`src/rtl/alu_issue_stage_pkg.sv`:
```
// alu_issue_stage_pkg
//   Shared definitions for the ALU issue stage: the ALU opcode, instruction
//   field bit positions (big-endian numbering, bit 0 is the MSB), operand
//   width encodings, FSM state encodings, the held-entry record and the
//   writeback forwarding helper used for both capture and refresh.
package alu_issue_stage_pkg;

   localparam logic [0:5] ALU_OPCODE = 6'b101010;

   // Instruction field positions within instr[0:31]
   localparam int OPC_L = 0;
   localparam int OPC_R = 5;
   localparam int RD_L  = 6;
   localparam int RD_R  = 10;
   localparam int RA_L  = 11;
   localparam int RA_R  = 15;
   localparam int RB_L  = 16;
   localparam int RB_R  = 20;
   localparam int PPP_L = 21;
   localparam int PPP_R = 23;
   localparam int WW_L  = 24;
   localparam int WW_R  = 25;
   localparam int FN_L  = 26;
   localparam int FN_R  = 31;

   typedef enum logic [1:0] {
      WW_8  = 2'b00,
      WW_16 = 2'b01,
      WW_32 = 2'b10,
      WW_64 = 2'b11
   } ww_e;

   typedef enum logic [1:0] {
      ST_IDLE = 2'b00,   // no entry held
      ST_BUSY = 2'b01,   // main valid
      ST_SKID = 2'b10    // main and skid valid
   } state_e;

   typedef struct packed {
      logic [0:5]  opcode;
      logic [0:5]  func;
      ww_e         ww;
      logic [0:4]  rd;
      logic [0:4]  ra;
      logic [0:4]  rb;
      logic [0:2]  ppp;
      logic [0:63] a_val;
      logic [0:63] b_val;
   } entry_t;

   // Returns wb_data when the writeback targets src, otherwise cur.
   function automatic logic [0:63] fwd(input logic [0:63] cur,
                                       input logic [0:4]  src,
                                       input logic        wb_en,
                                       input logic [0:4]  wb_addr,
                                       input logic [0:63] wb_data);
      return (wb_en && (wb_addr == src)) ? wb_data : cur;
   endfunction

endpackage

```
`src/rtl/alu_issue_stage_if.sv`:
```
// alu_issue_stage_if
//   Downstream issue bus from the issue stage to the ALU / writeback.
//   master : issue stage (drives valid + payload, receives out_ready)
//   slave  : consumer    (receives valid + payload, drives out_ready)
interface alu_issue_stage_if;
   logic        out_valid;
   logic        out_ready;
   logic [0:63] rA_64bit_val;
   logic [0:63] rB_64bit_val;
   logic [0:5]  R_ins;
   logic [0:5]  Op_code;
   logic [0:1]  WW;
   logic [0:4]  rD_out;
   logic [0:2]  PPP_out;

   modport master (
      output out_valid, rA_64bit_val, rB_64bit_val, R_ins, Op_code, WW,
             rD_out, PPP_out,
      input  out_ready
   );

   modport slave (
      input  out_valid, rA_64bit_val, rB_64bit_val, R_ins, Op_code, WW,
             rD_out, PPP_out,
      output out_ready
   );
endinterface

```
`src/rtl/alu_issue_stage_entry.sv`:
```
// alu_issue_entry
//   One held instruction slot (used for both main and skid).
//   Ports:
//     clk, rst          clock, asynchronous active-low reset
//     instr             incoming instruction word
//     rf_a/b_data       register file data for instr's rA / rB
//     wb_en/addr/data   writeback port (forwarding on capture, refresh when held)
//     held              slot currently holds a valid entry
//     load_new          capture instr with operands (forwarded if needed)
//     load_move         take move_in (the other slot), refreshed this cycle
//     move_in           source entry for load_move
//     entry_q           registered slot contents
import alu_issue_stage_pkg::*;

module alu_issue_entry (
   input  logic        clk,
   input  logic        rst,
   input  logic [0:31] instr,
   input  logic [0:63] rf_a_data,
   input  logic [0:63] rf_b_data,
   input  logic        wb_en,
   input  logic [0:4]  wb_addr,
   input  logic [0:63] wb_data,
   input  logic        held,
   input  logic        load_new,
   input  logic        load_move,
   input  entry_t      move_in,
   output entry_t      entry_q
);

   entry_t entry_d;

   always_comb begin
      entry_d = entry_q;
      if (load_new) begin
         entry_d.opcode = instr[OPC_L:OPC_R];
         entry_d.func   = instr[FN_L:FN_R];
         entry_d.ww     = ww_e'(instr[WW_L:WW_R]);
         entry_d.rd     = instr[RD_L:RD_R];
         entry_d.ra     = instr[RA_L:RA_R];
         entry_d.rb     = instr[RB_L:RB_R];
         entry_d.ppp    = instr[PPP_L:PPP_R];
         // Same-cycle writeback wins over the (stale) register file read.
         entry_d.a_val  = fwd(rf_a_data, instr[RA_L:RA_R], wb_en, wb_addr, wb_data);
         entry_d.b_val  = fwd(rf_b_data, instr[RB_L:RB_R], wb_en, wb_addr, wb_data);
      end else if (load_move) begin
         // The source slot is still held this cycle, so its refresh is
         // applied on the way across rather than lost.
         entry_d       = move_in;
         entry_d.a_val = fwd(move_in.a_val, move_in.ra, wb_en, wb_addr, wb_data);
         entry_d.b_val = fwd(move_in.b_val, move_in.rb, wb_en, wb_addr, wb_data);
      end else if (held) begin
         entry_d.a_val = fwd(entry_q.a_val, entry_q.ra, wb_en, wb_addr, wb_data);
         entry_d.b_val = fwd(entry_q.b_val, entry_q.rb, wb_en, wb_addr, wb_data);
      end
   end

   always_ff @(posedge clk or negedge rst) begin
      if (!rst) begin
         entry_q <= '0;
      end else begin
         entry_q <= entry_d;
      end
   end

endmodule

```
`src/rtl/alu_issue_stage.sv`:
```
// alu_issue_stage
//   Accepts instructions from upstream, drops (and counts) non-ALU opcodes,
//   captures operands with writeback forwarding, keeps them fresh while held
//   and issues them in order through a main register backed by one skid slot.
//   Ports:
//     clk, rst                   clock, asynchronous active-low reset
//     instr_in, in_valid         upstream instruction and valid
//     in_ready                   registered ready, low only when both slots full
//     rf_rA_addr, rf_rB_addr     register file read addresses (from instr_in)
//     rf_rA_data, rf_rB_data     register file read data (same cycle)
//     wb_en, wb_addr, wb_data    writeback port
//     illegal_cnt                saturating count of dropped instructions
//     iss                        downstream issue bus (master side)
import alu_issue_stage_pkg::*;

module alu_issue_stage (
   input  logic                clk,
   input  logic                rst,
   input  logic [0:31]         instr_in,
   input  logic                in_valid,
   output logic                in_ready,
   output logic [0:4]          rf_rA_addr,
   output logic [0:4]          rf_rB_addr,
   input  logic [0:63]         rf_rA_data,
   input  logic [0:63]         rf_rB_data,
   input  logic                wb_en,
   input  logic [0:4]          wb_addr,
   input  logic [0:63]         wb_data,
   output logic [0:15]         illegal_cnt,
   alu_issue_stage_if.master   iss
);

   localparam int MAIN_IDX = 0;
   localparam int SKID_IDX = 1;

   state_e      state_q, state_d;
   logic        in_ready_q, in_ready_d;
   logic [0:15] cnt_q, cnt_d;

   logic [1:0]  ent_new;
   logic [1:0]  ent_move;
   logic [1:0]  ent_held;
   entry_t      ent_q [2];

   logic        accept;
   logic        is_alu;

   assign rf_rA_addr = instr_in[RA_L:RA_R];
   assign rf_rB_addr = instr_in[RB_L:RB_R];

   assign accept = in_valid && in_ready_q;
   assign is_alu = (instr_in[OPC_L:OPC_R] == ALU_OPCODE);

   always_comb begin
      state_d  = state_q;
      ent_new  = '0;
      ent_move = '0;
      cnt_d    = cnt_q;

      case (state_q)
         ST_IDLE: begin
            if (accept && is_alu) begin
               state_d           = ST_BUSY;
               ent_new[MAIN_IDX] = 1'b1;
            end
         end
         ST_BUSY: begin
            if (iss.out_ready) begin
               if (accept && is_alu) begin
                  ent_new[MAIN_IDX] = 1'b1;
               end else begin
                  state_d = ST_IDLE;
               end
            end else if (accept && is_alu) begin
               state_d           = ST_SKID;
               ent_new[SKID_IDX] = 1'b1;
            end
         end
         ST_SKID: begin
            if (iss.out_ready) begin
               state_d            = ST_BUSY;
               ent_move[MAIN_IDX] = 1'b1;
            end
         end
         default: state_d = ST_IDLE;
      endcase

      // Dropped instructions leave the FSM untouched in every state.
      if (accept && !is_alu && (cnt_q != 16'hFFFF)) begin
         cnt_d = cnt_q + 16'd1;
      end

      // Registered ready looks at the next state only, so it never has a
      // combinational path from out_ready.
      in_ready_d = (state_d != ST_SKID);
   end

   always_ff @(posedge clk or negedge rst) begin
      if (!rst) begin
         state_q    <= ST_IDLE;
         in_ready_q <= 1'b1;
         cnt_q      <= '0;
      end else begin
         state_q    <= state_d;
         in_ready_q <= in_ready_d;
         cnt_q      <= cnt_d;
      end
   end

   assign ent_held[MAIN_IDX] = (state_q != ST_IDLE);
   assign ent_held[SKID_IDX] = (state_q == ST_SKID);

   // Slot 0 is main, slot 1 is skid; only main ever takes a move (from skid).
   for (genvar gi = 0; gi < 2; gi++) begin : g_entry
      alu_issue_entry u_entry (
         .clk       (clk),
         .rst       (rst),
         .instr     (instr_in),
         .rf_a_data (rf_rA_data),
         .rf_b_data (rf_rB_data),
         .wb_en     (wb_en),
         .wb_addr   (wb_addr),
         .wb_data   (wb_data),
         .held      (ent_held[gi]),
         .load_new  (ent_new[gi]),
         .load_move (ent_move[gi]),
         .move_in   (ent_q[SKID_IDX]),
         .entry_q   (ent_q[gi])
      );
   end

   assign in_ready         = in_ready_q;
   assign illegal_cnt      = cnt_q;
   assign iss.out_valid    = (state_q != ST_IDLE);
   assign iss.rA_64bit_val = ent_q[MAIN_IDX].a_val;
   assign iss.rB_64bit_val = ent_q[MAIN_IDX].b_val;
   assign iss.R_ins        = ent_q[MAIN_IDX].func;
   assign iss.Op_code      = ent_q[MAIN_IDX].opcode;
   assign iss.WW           = ent_q[MAIN_IDX].ww;
   assign iss.rD_out       = ent_q[MAIN_IDX].rd;
   assign iss.PPP_out      = ent_q[MAIN_IDX].ppp;

endmodule

```
`src/flat_wrapper.sv`:
```
// flat-port wrapper written by rule: the top's interface ports become plain ports
module alu_issue_stage_flat 
  (clk, rst, instr_in, in_valid, in_ready, rf_rA_addr, rf_rB_addr, rf_rA_data, rf_rB_data, wb_en, wb_addr, wb_data, illegal_cnt, iss_out_valid, iss_rA_64bit_val, iss_rB_64bit_val, iss_R_ins, iss_Op_code, iss_WW, iss_rD_out, iss_PPP_out, iss_out_ready);
  alu_issue_stage_if iss_i ();
  input  logic clk;
  input  logic rst;
  input  logic [0:31] instr_in;
  input  logic in_valid;
  output logic in_ready;
  output logic [0:4] rf_rA_addr;
  output logic [0:4] rf_rB_addr;
  input  logic [0:63] rf_rA_data;
  input  logic [0:63] rf_rB_data;
  input  logic wb_en;
  input  logic [0:4] wb_addr;
  input  logic [0:63] wb_data;
  output logic [0:15] illegal_cnt;
  output wire logic [$bits(iss_i.out_valid)-1:0] iss_out_valid;
  output wire logic [$bits(iss_i.rA_64bit_val)-1:0] iss_rA_64bit_val;
  output wire logic [$bits(iss_i.rB_64bit_val)-1:0] iss_rB_64bit_val;
  output wire logic [$bits(iss_i.R_ins)-1:0] iss_R_ins;
  output wire logic [$bits(iss_i.Op_code)-1:0] iss_Op_code;
  output wire logic [$bits(iss_i.WW)-1:0] iss_WW;
  output wire logic [$bits(iss_i.rD_out)-1:0] iss_rD_out;
  output wire logic [$bits(iss_i.PPP_out)-1:0] iss_PPP_out;
  input wire logic [$bits(iss_i.out_ready)-1:0] iss_out_ready;
  assign iss_out_valid = iss_i.out_valid;
  assign iss_rA_64bit_val = iss_i.rA_64bit_val;
  assign iss_rB_64bit_val = iss_i.rB_64bit_val;
  assign iss_R_ins = iss_i.R_ins;
  assign iss_Op_code = iss_i.Op_code;
  assign iss_WW = iss_i.WW;
  assign iss_rD_out = iss_i.rD_out;
  assign iss_PPP_out = iss_i.PPP_out;
  assign iss_i.out_ready = iss_out_ready;
  alu_issue_stage u_core (.clk(clk), .rst(rst), .instr_in(instr_in), .in_valid(in_valid), .in_ready(in_ready), .rf_rA_addr(rf_rA_addr), .rf_rB_addr(rf_rB_addr), .rf_rA_data(rf_rA_data), .rf_rB_data(rf_rB_data), .wb_en(wb_en), .wb_addr(wb_addr), .wb_data(wb_data), .illegal_cnt(illegal_cnt), .iss(iss_i));
endmodule
```
`config.mk`:
```
export PLATFORM = sky130hd
export DESIGN_NAME = alu_issue_stage_flat
export DESIGN_NICKNAME = d
export VERILOG_FILES = /design/src/rtl/alu_issue_stage_pkg.sv /design/src/rtl/alu_issue_stage_if.sv /design/src/rtl/alu_issue_stage_entry.sv /design/src/rtl/alu_issue_stage.sv /design/src/flat_wrapper.sv
export SDC_FILE = /design/constraint.sdc
export NUM_CORES = 1
export LEC_CHECK = 0
export CELL_PAD_IN_SITES_DETAIL_PLACEMENT = 0
export CELL_PAD_IN_SITES_GLOBAL_PLACEMENT = 1
export CORE_ASPECT_RATIO = 0.5
export CORE_UTILIZATION = 46
export CTS_BUF_LIST = sky130_fd_sc_hd__clkbuf_4
export CTS_CLUSTER_SIZE = 25
export DETAILED_ROUTE_END_ITERATION = 6
export GPL_TIMING_DRIVEN = 0
export MAX_ROUTING_LAYER = met4
export PLACE_DENSITY_LB_ADDON = 0.05
export SYNTH_ARGS = -nofsm -noshare
export SYNTH_HDL_FRONTEND = slang
export SYNTH_HIERARCHICAL = 1
export SYNTH_SLANG_ARGS = --single-unit
```
`constraint.sdc`:
```
create_clock -name clk -period 5.45 [get_ports clk]
set_input_delay 0.8175 -clock clk [delete_from_list [all_inputs] [get_ports clk]]
set_output_delay 0.8175 -clock clk [all_outputs]
set_load 0.03 [all_outputs]
```
Yosys cells after proc, flatten, opt, wreduce, memory -nomap -nowiden
Cells that the tools add are included.
{ "totals": {"output_inout_bits": 178, "regBits": 339, "in_bits": 234, "word_cells": 78} }
{ "op_classes": {"mux": 25, "n_reduce_logical": 20, "addsub": 1, "eq_ne": 11} }
{ "ops": {"columns": ["cell", "n"], "rows": [
  ["$mux W128", 4],
  ["$mux W64", 6],
  ["$mux W160", 1],
  ["$mux W32", 1],
  ["$eq A5 B5 Y1", 6],
  ["$add A16 B1 Y16 const B", 1],
  ["$ne A16 B16 Y1 const B", 1],
  ["$logic_and A1 B1 Y1", 10],
  ["$mux W2", 5],
  ["$reduce_bool A3 Y1", 3],
  ["$eq A6 B6 Y1 const B", 1],
  ["$mux W1", 6],
  ["$pmux W2 S3", 1],
  ["$reduce_bool A2 Y1", 3],
  ["$reduce_and A2 Y1", 2],
  ["$eq A2 B1 Y1 const B", 1],
  ["$eq A2 B2 Y1 const B", 1],
  ["$logic_not A2 Y1", 1],
  ["$ne A2 B2 Y1 const B", 1],
  ["$pmux W1 S2", 1],
  ["$logic_not A1 Y1", 1]
]} }

Longest topological paths before layout
Gate-level depths: netlist of run 1.
{ "logic_depth": {"depth_word": 7, "mapped_depth": 9, "mapped_depth_nobuf": 7} }

Cells and area by module
Netlist of run 1, hierarchy kept.
{ "by_module_without_submodules": {"columns": ["mod", "seq_area_each_um2", "area_each_um2", "cells_each", "instances"], "rows": [
  ["alu_issue_entry", 4003.8, 9815.7, 904, 2],
  ["alu_issue_stage", 476.7, 1177.4, 108, 1]
]} }

Worst setup path before layout of run 1
No wires, ideal clock.
{ "synth_timing": {"path_kind": "input port to flip-flop", "start": "input instr_in[3] (netlist bit)", "end": "register u_core/g_entry[1].u_entry/entry_q[14] (netlist bit)", "required_ps": 5360, "t_arrival_ps": 2733, "setup_ps": 90, "setup_slack_ps": 2627, "stages": 8, "n_path_buf": 3, "cell_sequence": "and4bb_1 -> nand4_1 -> nor3b_1 -> clkbuf_1 -> inv_1 -> buf_2 -> dlygate4sd1_1 -> o221ai_1"} }
{ "synth_via": {"elab_chain_len": 6, "word_cells_on_any_way": 7, "classes_between": "eq/ne: 1; mux: 4; reduce/logical: 2"} }
{ "synth_lines": {"columns": ["element", "line_no", "source"], "rows": [
  ["start, declared", "flat_wrapper.sv:7", "input logic [0:31] instr_in;"],
  ["$eq A6 B6 Y1 (*)", "alu_issue_stage.sv:52", "assign is_alu = (instr_in[OPC_L:OPC_R] == ALU_OPCODE);"],
  ["$logic_and A1 B1 Y1 (*)", "alu_issue_stage.sv:74", "end else if (accept && is_alu) begin"],
  ["$mux W1 (*)", "alu_issue_stage.sv:74", null],
  ["$mux W1 (*)", "alu_issue_stage.sv:68", "if (iss.out_ready) begin"],
  ["$mux W1 (*)", "alu_issue_stage.sv:60", "case (state_q)"],
  ["named net u_core.ent_new[1]", "alu_issue_stage.sv:40", "logic [1:0] ent_new;"],
  ["$mux W128 or $reduce_bool A2 Y1 (tied branches)", null, null],
  ["end signal, assigned", "alu_issue_stage_entry.sv:62", "entry_q <= entry_d;"],
  ["end, declared", "alu_issue_stage_entry.sv:28", "output entry_t entry_q"]
]} }
Mark *: on every way through the listed nets, which the timed path passes. The rest lies on a longest branch.
A chain may end at the register's enable or synchronous reset.

Final worst setup path of run 1
{ "layout_timing": {"start": "input instr_in[3] (netlist bit)", "end": "register u_core/g_entry[1].u_entry/entry_q[119] (netlist bit)"} }
Same word-level chain as after synthesis.

==> key figures, run 1 <==
Clock network
  – CTS Buffer Depth: 3
  – Clock Latency Late Sink: between 800 and 900 ps
  – Post-CTS setup buffer count: 0
  – Number of CTS-inserted buffers: 83
  – CTS tree: yes
  – Reg clk slew, reported paths: roughly 70 ps
  – Clk sinks: ~340
  – Post-CTS Resized: 0
  – CTS root buf: clkbuf_4
  – H-Tree Depth: 3

Floorplan
  – DIE AREA: between 40000 and 50000 um^2
  – Row Count: 54
  – Core region area: about 44000 um^2
  – Starting density of the core: between 40 and 50%
  – Die W: 303 um
  – Ports: roughly 400
  – Die Ht: around 150 um

Route
  – Initial DRC count: between 1000 and 1500
  – Routed wire per std cell: roughly 22 um
  – Vias: between 15000 and 20000
  – Final WL: 66800 um
  – # DRC: 0
  – Vias/cell: 5.78
  – DRT Pass-1 Iters: 7
  – Detail Route Antenna Nets: 0

Critical path
  – Worst R2R Start: u_core/in_ready$_DFF_PN1_
  – Slowest cell on crit path: nor3b_1
  – CP max stage delay: ~840 ps
  – Crit. Startpoint: instr_in[3]
  – Worst path required time: just over 6000 ps
  – Worst setup EP type: flop
  – Critical Path Start Type: input pin
  – Critical path peak fanout: 10
  – Critical path arrival: about 4300 ps
  – Cells along the critical path: clkdlybuf4s50_1 > and4bb_1 > nand4_1 > nor3b_1 > clkbuf_1 > inv_1 > clkbuf_1 > clkbuf_1 > o221ai_1
  – Worst Path Buf+Inv: 5
  – Top Family by Delay on Critical Path: buffers and inverters
  – Most repeated library cell on the critical path: clkbuf_1
  – WS Path Type: in -> reg

Layout
  – Share of cells above drive strength 1: a little over a tenth
  – Nets: between 2000 and 3000
  – P&R area growth vs syn: 28.2%
  – Post-route design area: roughly 27000 um^2
  – Seq. cell area: 8480 um^2
  – Fin util: between 60% and 70%
  – Fillers: 3859
  – Multi-input logic area: ~11000 um^2

STA
  – Final slew viol count: 0
  – Final worst-path cycle share: roughly two thirds
  – Slew margin rel.: just under 7%
  – Clock skew: between 40 and 50 ps
  – Hold_ws: slightly below 500 ps
  – Min cycle time layout: approximately 3600 ps
  – Final hold violation count: 0
  – Setup violators final: 0
  – RSZ-0062 raised after global routing: no
  – Setup tns final: 0 ps
  – Worst-Margin Slew: ~1400 ps
  – FMAX: around 280 MHz

Place
  – RePlAce Congestion: roughly 0.86
  – Port bufs: 406
  – DP Wirelength: 45900 um
  – DP Area: ~26000 um^2

Global route
  – Tot GR Track Use: between 20 and 30%
  – Vias in the first global route: ~18000
  – First-pass GRT wire length: 102000 um
  – Largest net degree at the start of global routing: 113
  – Antenna violations before repair: 5
  – GRT overflow: 0

Synth
  – Synth warnings: 6
  – #FFs+latches synth: 339
  – Cell Area, Synth: 20800 um^2
  – Cells after Synth: between 1500 and 2000
  – Syn_area_per_cell: ~11 um^2
  – Register area share after synthesis: roughly two fifths
  – Cell variety after synth: 47

Run
  – Max-Cap Viols: 0

Min path
  – Hold WC Path Type: reg -> reg
  – Hold_sp: u_core/g_entry[0].u_entry/entry_q[22]$_DFFE_PN0P_

Power
  – Worst vdd ir: roughly 0.22 mV
  – Leakage power: about 0.013 uW
  – PD cells: 277 nW/um^2

Status
  – Status: completed
==> power breakdown <==
part	internal, uW	switching [uW]	leakage, uW	total, uW
Clock	985	1080	0.000566	2070
Sequential	2890	276	0.00436	3170
Combinational	974	1180	0.00780	2150
==> stage by stage <==
stage / std cells / setup slack (ps) / power (uW)
2_1_floorplan: 1917 / 2630 / 4340
3_3_place_gp: 2911 / -12490 / 5320
3_5_place_dp: 2915 / 1120 / 5350
4_1_cts: 3045 / 1980 / 7450
5_1_grt: 3050 / 1720 / 7780
6_report: 3050 / 1840 / 7390
==> cells in the mapped netlist, drive strengths merged <==
library cell,n,area [um^2]
nor2,6,22.5
dlygate4sd1,4,35.0
mux2i,577,5780
a21oi,6,33.8
and2,2,15.0
and3,5,31.3
nor2b,2,12.5
o221ai,256,2270
xor2,50,438
a211oi,7,72.6
and4bb,1,12.5
or2,5,31.3
xnor2,25,219
nor3b,1,7.51
nand4,9,56.3
conb,1,3.75
o21ai,69,345
nand2,333,1250
dfrtp,338,8460
nand2b,1,6.26
a21o,2,16.3
nand3,6,30.0
nor4,11,93.8
or3b,1,8.76
dfstp,1,26.3
dlymetal6s2s,4,50.1
inv,6,22.5
clkbuf,68,310
mux2,1,11.3
buf,105,975
nor3,2,21.3
and4,2,17.5
a2111oi,8,120
ha,1,12.5
==> cells by family (layout without fill, tap and decap cells) <==
group           after synthesis  in the layout  synth area share (%)
simple gates                387            387                  7.77
flops                       339            339                  40.8
compound gates              348            348                  13.7
buf+inv                     187            727                  6.69
xor+xnor                     75             75                  3.16
other cells                   1              7                0.0180
fa+ha+maj                     1              1                0.0601
mux                         578            578                  27.8
==> cell usage in the layout, fill, tap and decap left out, drive strengths merged, types with 8 or more instances in the layout <==
master | netlist | final
nand4 | 9 | 9
clkdlybuf4s50 | 0 | 405
buf | 105 | 110
clkinv | 0 | 9
dfrtp | 338 | 338
nor4 | 11 | 11
a2111oi | 8 | 8
clkbuf | 68 | 187
nand2 | 333 | 333
o21ai | 69 | 69
xnor2 | 25 | 25
o221ai | 256 | 256
xor2 | 50 | 50
mux2i | 577 | 577
==> tightest hold or removal path, delay by kind of cell (launching register included) <==
kind	cells	cell delay, ps
AO/OA/AOI/OAI	1	60
flip-flops	1	340
AND/OR/NAND/NOR	1	50
==> registers in the layout, indices dropped and copies added, names as in the netlist <==
register,cells
u_core/g_entry.u_entry/entry_q,320
u_core/illegal_cnt,16
u_core/in_ready,1
u_core/state_q,2
==> area by class of cell <==
class                   count  area share (%)
diodes                      5          0.0469
plain buffers             181            5.14
clock buffers             119            3.35
clock inverters            10           0.141
inverters                   6          0.0844
multi-input cells        1391            41.0
flip-flops and latches    339            31.8
well taps                 588            2.76
repair buffers            411            15.7
==> path summary, 6_finish.rpt <==
check                                                                     end  cells past startpoint  slack (ps)
hold reg to reg             u_core/g_entry[0].u_entry/entry_q[22]$_DFFE_PN0P_                      2         480
max in group asynchronous  u_core/g_entry[0].u_entry/entry_q[120]$_DFFE_PN0P_                      4        3520
setup reg to reg           u_core/g_entry[1].u_entry/entry_q[119]$_DFFE_PN0P_                      7        2090
min in group asynchronous   u_core/g_entry[0].u_entry/entry_q[15]$_DFFE_PN0P_                      2         510
setup / recovery           u_core/g_entry[1].u_entry/entry_q[119]$_DFFE_PN0P_                      9        1840
hold / removal              u_core/g_entry[0].u_entry/entry_q[22]$_DFFE_PN0P_                      2         480
==> layer usage <==
layer	share of wire, %	vias to the layer above	GRT usage, %
met5	0	-	-
met4	3.0	0	11.4
met3	5.4	147	5.19
met2	47	552	45.0
met1	44	8680	38.6
li1	-	8235	-
==> what timing repair did <==
| item | CTS | global route |
|---|---|---|
| endpoints found under the hold margin | 51 | 0 |
| hold buffers | 1 | 0 |
| setup endpoints to repair | 0 | 0 |
Power figures use the tool's default switching activity.
==> inputs of run 2 (changes only) <==
CORE_UTILIZATION = 42   (was 46)
clock period = 3.72 ns   (was 5.45 ns; I/O delays follow)
==> key figures, run 2 (synthesized netlist as in run 1, its figures left out) <==
Critical path
  – Critical path peak fanout: 10
  – CP Capture Point: u_core/g_entry[1].u_entry/entry_q[124]$_DFFE_PN0P_
  – Reg2reg end: u_core/g_entry[1].u_entry/entry_q[124]$_DFFE_PN0P_
  – R2R setup slack: approximately 390 ps
  – Critical path arrival: approximately 4000 ps
  – Crit. Startpoint: instr_in[2]
  – WS Path Type: in -> reg
  – Worst path required time: 4410 ps
  – Critical Path Start Type: input pin
  – Worst R2R Start: u_core/in_ready$_DFF_PN1_
  – Worst R2R Path Depth: 7
  – Worst setup EP type: flop

Clock network
  – Clock Latency Late Sink: 810 ps
  – Post-CTS setup buffer count: 0
  – Hold_buf cts: 1
  – Clk sinks: about 340
  – Reg clk slew, reported paths: 70 ps
  – CTS tree: yes
  – CTS Buffer Depth: 3
  – Number of CTS-inserted buffers: 87
  – Post-CTS Resized: 0
  – CTS root buf: clkbuf_4
  – H-Tree Depth: 3

Global route
  – First-pass GRT wire length: ~100000 um
  – Tot GR Track Use: around 28%
  – GRT overflow: 0
  – Antenna violations before repair: 7
  – Vias in the first global route: between 15000 and 20000
  – Largest net degree at the start of global routing: 110

Run
  – Max-Cap Viols: 0

Layout
  – Most common cell after layout, fill and taps aside: mux2i_1
  – Nets: approximately 2700
  – P&R area growth vs syn: 29.5%
  – Most flops, register: u_core/g_entry.u_entry/entry_q
  – Commonest non-fill, non-tap cells in the layout: mux2i_1, clkdlybuf4s50_1, dfrtp_1, nand2_1, o221ai_1
  – Largest register FFs: 320
  – Share of cells above drive strength 1: a little under an eighth

Status
  – Status: completed

Place
  – RePlAce Congestion: 0.862
  – Pre-CTS WS: -404 ps
  – DP Wirelength: roughly 47000 um
  – Port bufs: roughly 400

STA
  – Min cycle time layout: between 3000 and 4000 ps
  – RSZ-0062 raised after global routing: no
  – Final slew viol count: 0
  – Setup ws final: 381 ps
  – Clock skew: 28.4 ps
  – Hold_ws: ~280 ps
  – Slew margin rel.: ~5.4%
  – Worst-Margin Slew: approximately 1400 ps
  – Setup violators final: 0
  – FMAX: 299 MHz
  – Final hold violation count: 0
  – Final worst-path cycle share: between 80% and 90%

Min path
  – Hold WC Path Type: in -> async

Route
  – Routed wire per std cell: between 20 and 25 um
  – # DRC: 0
  – DRT Pass-1 Iters: 5
  – Vias/cell: approximately 5.6
  – Vias: about 17000
  – Initial DRC count: 1158
  – Detail Route Antenna Nets: 0
  – Final WL: 68600 um

Floorplan
  – Die W: around 320 um
  – Die Ht: between 150 and 200 um
  – Row Count: 57
  – DIE AREA: around 50000 um^2
  – Core region area: 48700 um^2
  – Ports: 412
  – Starting density of the core: a little over two fifths

Power
  – Leakage power: about 0.013 uW
  – Worst vdd ir: between 0.2 and 0.3 mV
  – PD cells: 416 nW/um^2
## run 2: cell types whose count changed in the layout (fill, tap and decap cells not counted)
cell / previous run / this run
clkbuf_4: 123 / 139
buf_8: 14 / 13
bufinv_16: 0 / 2
buf_16: 3 / 4
diode_2: 5 / 8
## run 2: final cells by class
| class | instances | area [um^2] |
|---|---|---|
| Inverter | 6 | 22.5 |
| Tap cell | 649 | 812 |
| Clock buffer | 135 | 1010 |
| Buffer | 181 | 1370 |
| Fill cell | 4436 | 21800 |
| Multi-Input combinational cell | 1391 | 10900 |
| Clock inverter | 12 | 97.6 |
| Antenna cell | 8 | 20.0 |
| Timing Repair Buffer | 411 | 4190 |
| Sequential cell | 339 | 8480 |
## run 2: layer usage
layer	up-vias	GRT usage, %	wire length (um)
li1	8250	-	-
met1	8615	36.2	30700
met4	0	8.65	1670
met3	131	4.73	3220
met5	-	-	0
met2	444	43.7	33000
## run 2: power by group
| part | internal [uW] | leakage [uW] | switching, uW |
|---|---|---|---|
| clock | 1770 | 0.000668 | 1640 |
| combinational | 1430 | 0.00781 | 1730 |
| sequential | 4230 | 0.00436 | 397 |
| total | 7430 | 0.0128 | 3770 |
## run 2: worst min path at each step
stage	startpoint	end	slack, ps	cells after the start
finish	rst	u_core/g_entry[0].u_entry/entry_q[14]$_DFFE_PN0P_	280	2
global route	rst	u_core/g_entry[0].u_entry/entry_q[18]$_DFFE_PN0P_	300	2
global placement	u_core/g_entry[0].u_entry/entry_q[25]$_DFFE_PN0P_	u_core/g_entry[0].u_entry/entry_q[25]$_DFFE_PN0P_	470	2
CTS	rst	u_core/g_entry[0].u_entry/entry_q[14]$_DFFE_PN0P_	250	2
floorplan	rst	u_core/g_entry[0].u_entry/entry_q[0]$_DFFE_PN0P_	260	0
detailed placement	u_core/g_entry[0].u_entry/entry_q[0]$_DFFE_PN0P_	u_core/g_entry[0].u_entry/entry_q[0]$_DFFE_PN0P_	470	2
## run 2: worst max-delay path, cell delays in order
cell             delay [ps]
clkdlybuf4s50_1         520
and4bb_1                240
nand4_1                 230
nor3b_1                 790
clkbuf_1                560
inv_1                   150
clkbuf_1                340
clkbuf_1                350
o221ai_1                280
## run 2: per-stage QoR
step | utilization (%) | TNS, ps | total power, uW | instances | instance area [um^2]
after floorplan | - | 0 | 6360 | 1917 | 20800
after global placement | 52.7 | -4846620 | 7810 | 2972 | 25700
after detailed placement | 53.0 | -60430 | 7850 | 2976 | 25800
after CTS | 55.3 | 0 | 11300 | 3124 | 26900
after global routing | 55.3 | 0 | 11800 | 3131 | 26900
final | 55.3 | 0 | 11200 | 3132 | 27000
==> inputs of run 3 (changes only) <==
CORE_MARGIN = 5   (was unset)
==> key figures, run 3 (synthesized netlist as in run 1, its figures left out) <==
Route
  – Vias: ~18000
  – Routed wire per std cell: 22.4 um
  – Vias/cell: approximately 5.6
  – Final WL: 70300 um
  – DRT Pass-1 Iters: 7
  – # DRC: 1
  – Detail Route Antenna Nets: 0
  – Initial DRC count: about 1200

Power
  – Sequential share of power: about two fifths
  – Worst vdd ir: a little over 0.4 mV
  – Switching Fraction: between 30% and 40%
  – Psw: ~3800 uW
  – Comb power frac: approximately 28%
  – Leakage power: roughly 0.013 uW
  – Int Pwr: ~7500 uW
  – PD cells: about 420 nW/um^2
  – Clock power frac: between 30% and 40%
  – Power after layout: roughly 11000 uW

Critical path
  – Worst path required time: around 4400 ps
  – Critical path peak fanout: 10
  – Worst setup EP type: flop
  – R2R setup slack: 290 ps
  – Cells along the critical path: nand4_1 > nor3_1 > clkbuf_1 > inv_1 > buf_2 > dlygate4sd1_1 > o221ai_1
  – Critical Path Start Type: flop
  – WS Path Type: reg -> reg
  – Critical path arrival: between 4000 and 5000 ps
  – Crit. Startpoint: u_core/in_ready$_DFF_PN1_
  – CP max stage delay: 790 ps
  – Worst R2R Start: u_core/in_ready$_DFF_PN1_
  – Top Family by Delay on Critical Path: buffers and inverters
  – Slowest cell on crit path: nor3_1
  – Worst Path Buf+Inv: 4

Status
  – Status: complete, but fails checks
  – Violated checks: design-rule violations

Global route
  – First-pass GRT wire length: about 110000 um
  – Tot GR Track Use: between 20% and 30%
  – Antenna violations before repair: 9
  – Vias in the first global route: 18097
  – GRT overflow: 0
  – Largest net degree at the start of global routing: around 110

Floorplan
  – Starting density of the core: between 40 and 50%
  – DIE AREA: approximately 54000 um^2
  – Die W: approximately 320 um
  – Row Count: between 50 and 60
  – Die Ht: 167 um
  – Core region area: roughly 49000 um^2
  – Ports: between 400 and 500

Layout
  – Largest register FFs: 320
  – Share of cells above drive strength 1: a little under an eighth
  – Fin util: between 50% and 60%
  – Fillers: around 4500
  – Most flops, register: u_core/g_entry.u_entry/entry_q
  – P&R area growth vs syn: 29.6%
  – Nets: about 2700
  – Commonest non-fill, non-tap cells in the layout: mux2i_1, clkdlybuf4s50_1, dfrtp_1, nand2_1, o221ai_1
  – Most common cell after layout, fill and taps aside: mux2i_1

Place
  – Pre-CTS WS: -413 ps
  – DP Wirelength: 48600 um
  – Port bufs: a little over 400
  – RePlAce Congestion: about 0.83

STA
  – Setup ws final: about 290 ps
  – Clock skew: ~31 ps
  – Final worst-path cycle share: slightly above 90%
  – Worst-Margin Slew: 1290 ps
  – RSZ-0062 raised after global routing: no
  – Final slew viol count: 0
  – Min cycle time layout: 3430 ps
  – FMAX: 291 MHz
  – Setup violators final: 0
  – Final hold violation count: 0
  – Slew margin rel.: about 14%

Clock network
  – Clk sinks: between 300 and 400
  – Number of CTS-inserted buffers: 86
  – Reg clk slew, reported paths: 70 ps
  – CTS Buffer Depth: 3
  – CTS root buf: clkbuf_4
  – H-Tree Depth: 3
  – Post-CTS Resized: 0
  – CTS tree: yes
  – Clock Latency Late Sink: 810 ps

Run
  – Max-Cap Viols: 0

Min path
  – Hold WC Path Type: in -> async
==> run 3: cell count changes in the layout (fill, tap and decap cells not counted) <==
cell and delta:
clkinv_1 +2, buf_16 -1, inv_2 +2, clkinvlp_4 +1
a211oi_2 -1, bufinv_16 +1, buf_8 +1, a211oi_4 +1
clkbuf_4 -3
==> run 3: layer usage <==
metal / share of wire [%] / track usage, % / up-vias
li1: - / - / 8261
met2: 49 / 42.2 / 522
met5: 0 / - / -
met1: 43 / 33.2 / 8597
met4: 2.3 / 6.66 / 0
met3: 5.4 / 5.90 / 127
==> run 3: path summary, 6_finish.rpt <==
kind | depth (start not counted) | endpoint
max | 7 | u_core/g_entry[0].u_entry/entry_q[23]$_DFFE_PN0P_
min reg2reg | 2 | u_core/g_entry[0].u_entry/entry_q[90]$_DFFE_PN0P_
max reg2reg | 7 | u_core/g_entry[0].u_entry/entry_q[23]$_DFFE_PN0P_
min | 2 | u_core/g_entry[0].u_entry/entry_q[18]$_DFFE_PN0P_
min in group clk | 3 | u_core/g_entry[1].u_entry/entry_q[143]$_DFFE_PN0N_
max in group asynchronous | 4 | u_core/illegal_cnt[5]$_DFFE_PN0P_
==> run 3: repair_timing <==
action	4_1_cts	5_1_grt
setup endpoints to repair	0	0
setup buffers	0	0
hold buffers	1	0
hold endpoints to repair	38	0
==> run 3: layout make-up <==
cell class / count / area [um^2] / area share [%]
diodes: 8 / 20.0 / 0.0742
plain buffers: 181 / 1370 / 5.08
multi-input cells: 1391 / 11000 / 40.6
inverters: 6 / 22.5 / 0.0835
repair buffers: 411 / 4180 / 15.5
flip-flops and latches: 339 / 8480 / 31.5
clock buffers: 132 / 991 / 3.67
clock inverters: 18 / 150 / 0.557
well taps: 649 / 812 / 3.01
==> run 3: worst reg2reg max path, cell delays in order (launching register included) <==
cell and delay, ps:
dfstp_2 560, nand4_1 230, nor3_1 790, clkbuf_1 580, inv_1 110, buf_2 280, dlygate4sd1_1 480, o221ai_1 300
==> run 3: stage by stage <==
step	TNS, ps	instance area (um^2)	std cells	hold WS, ps
floorplan	0	20800	1917	262
global placement	-4890890	25700	2972	470
detailed placement	-62850	25800	2976	474
CTS	0	26900	3127	167
global route	0	27000	3135	204
finish	0	27000	3135	252
==> run 3: power groups by stage <==
stage	clock network [uW]	registers [uW]	logic, uW
global route	3800	4710	3400
global placement	0	4700	3130
floorplan	0	5300	1060
detailed placement	0	4700	3170
finish	3480	4630	3170
CTS	3590	4640	3180
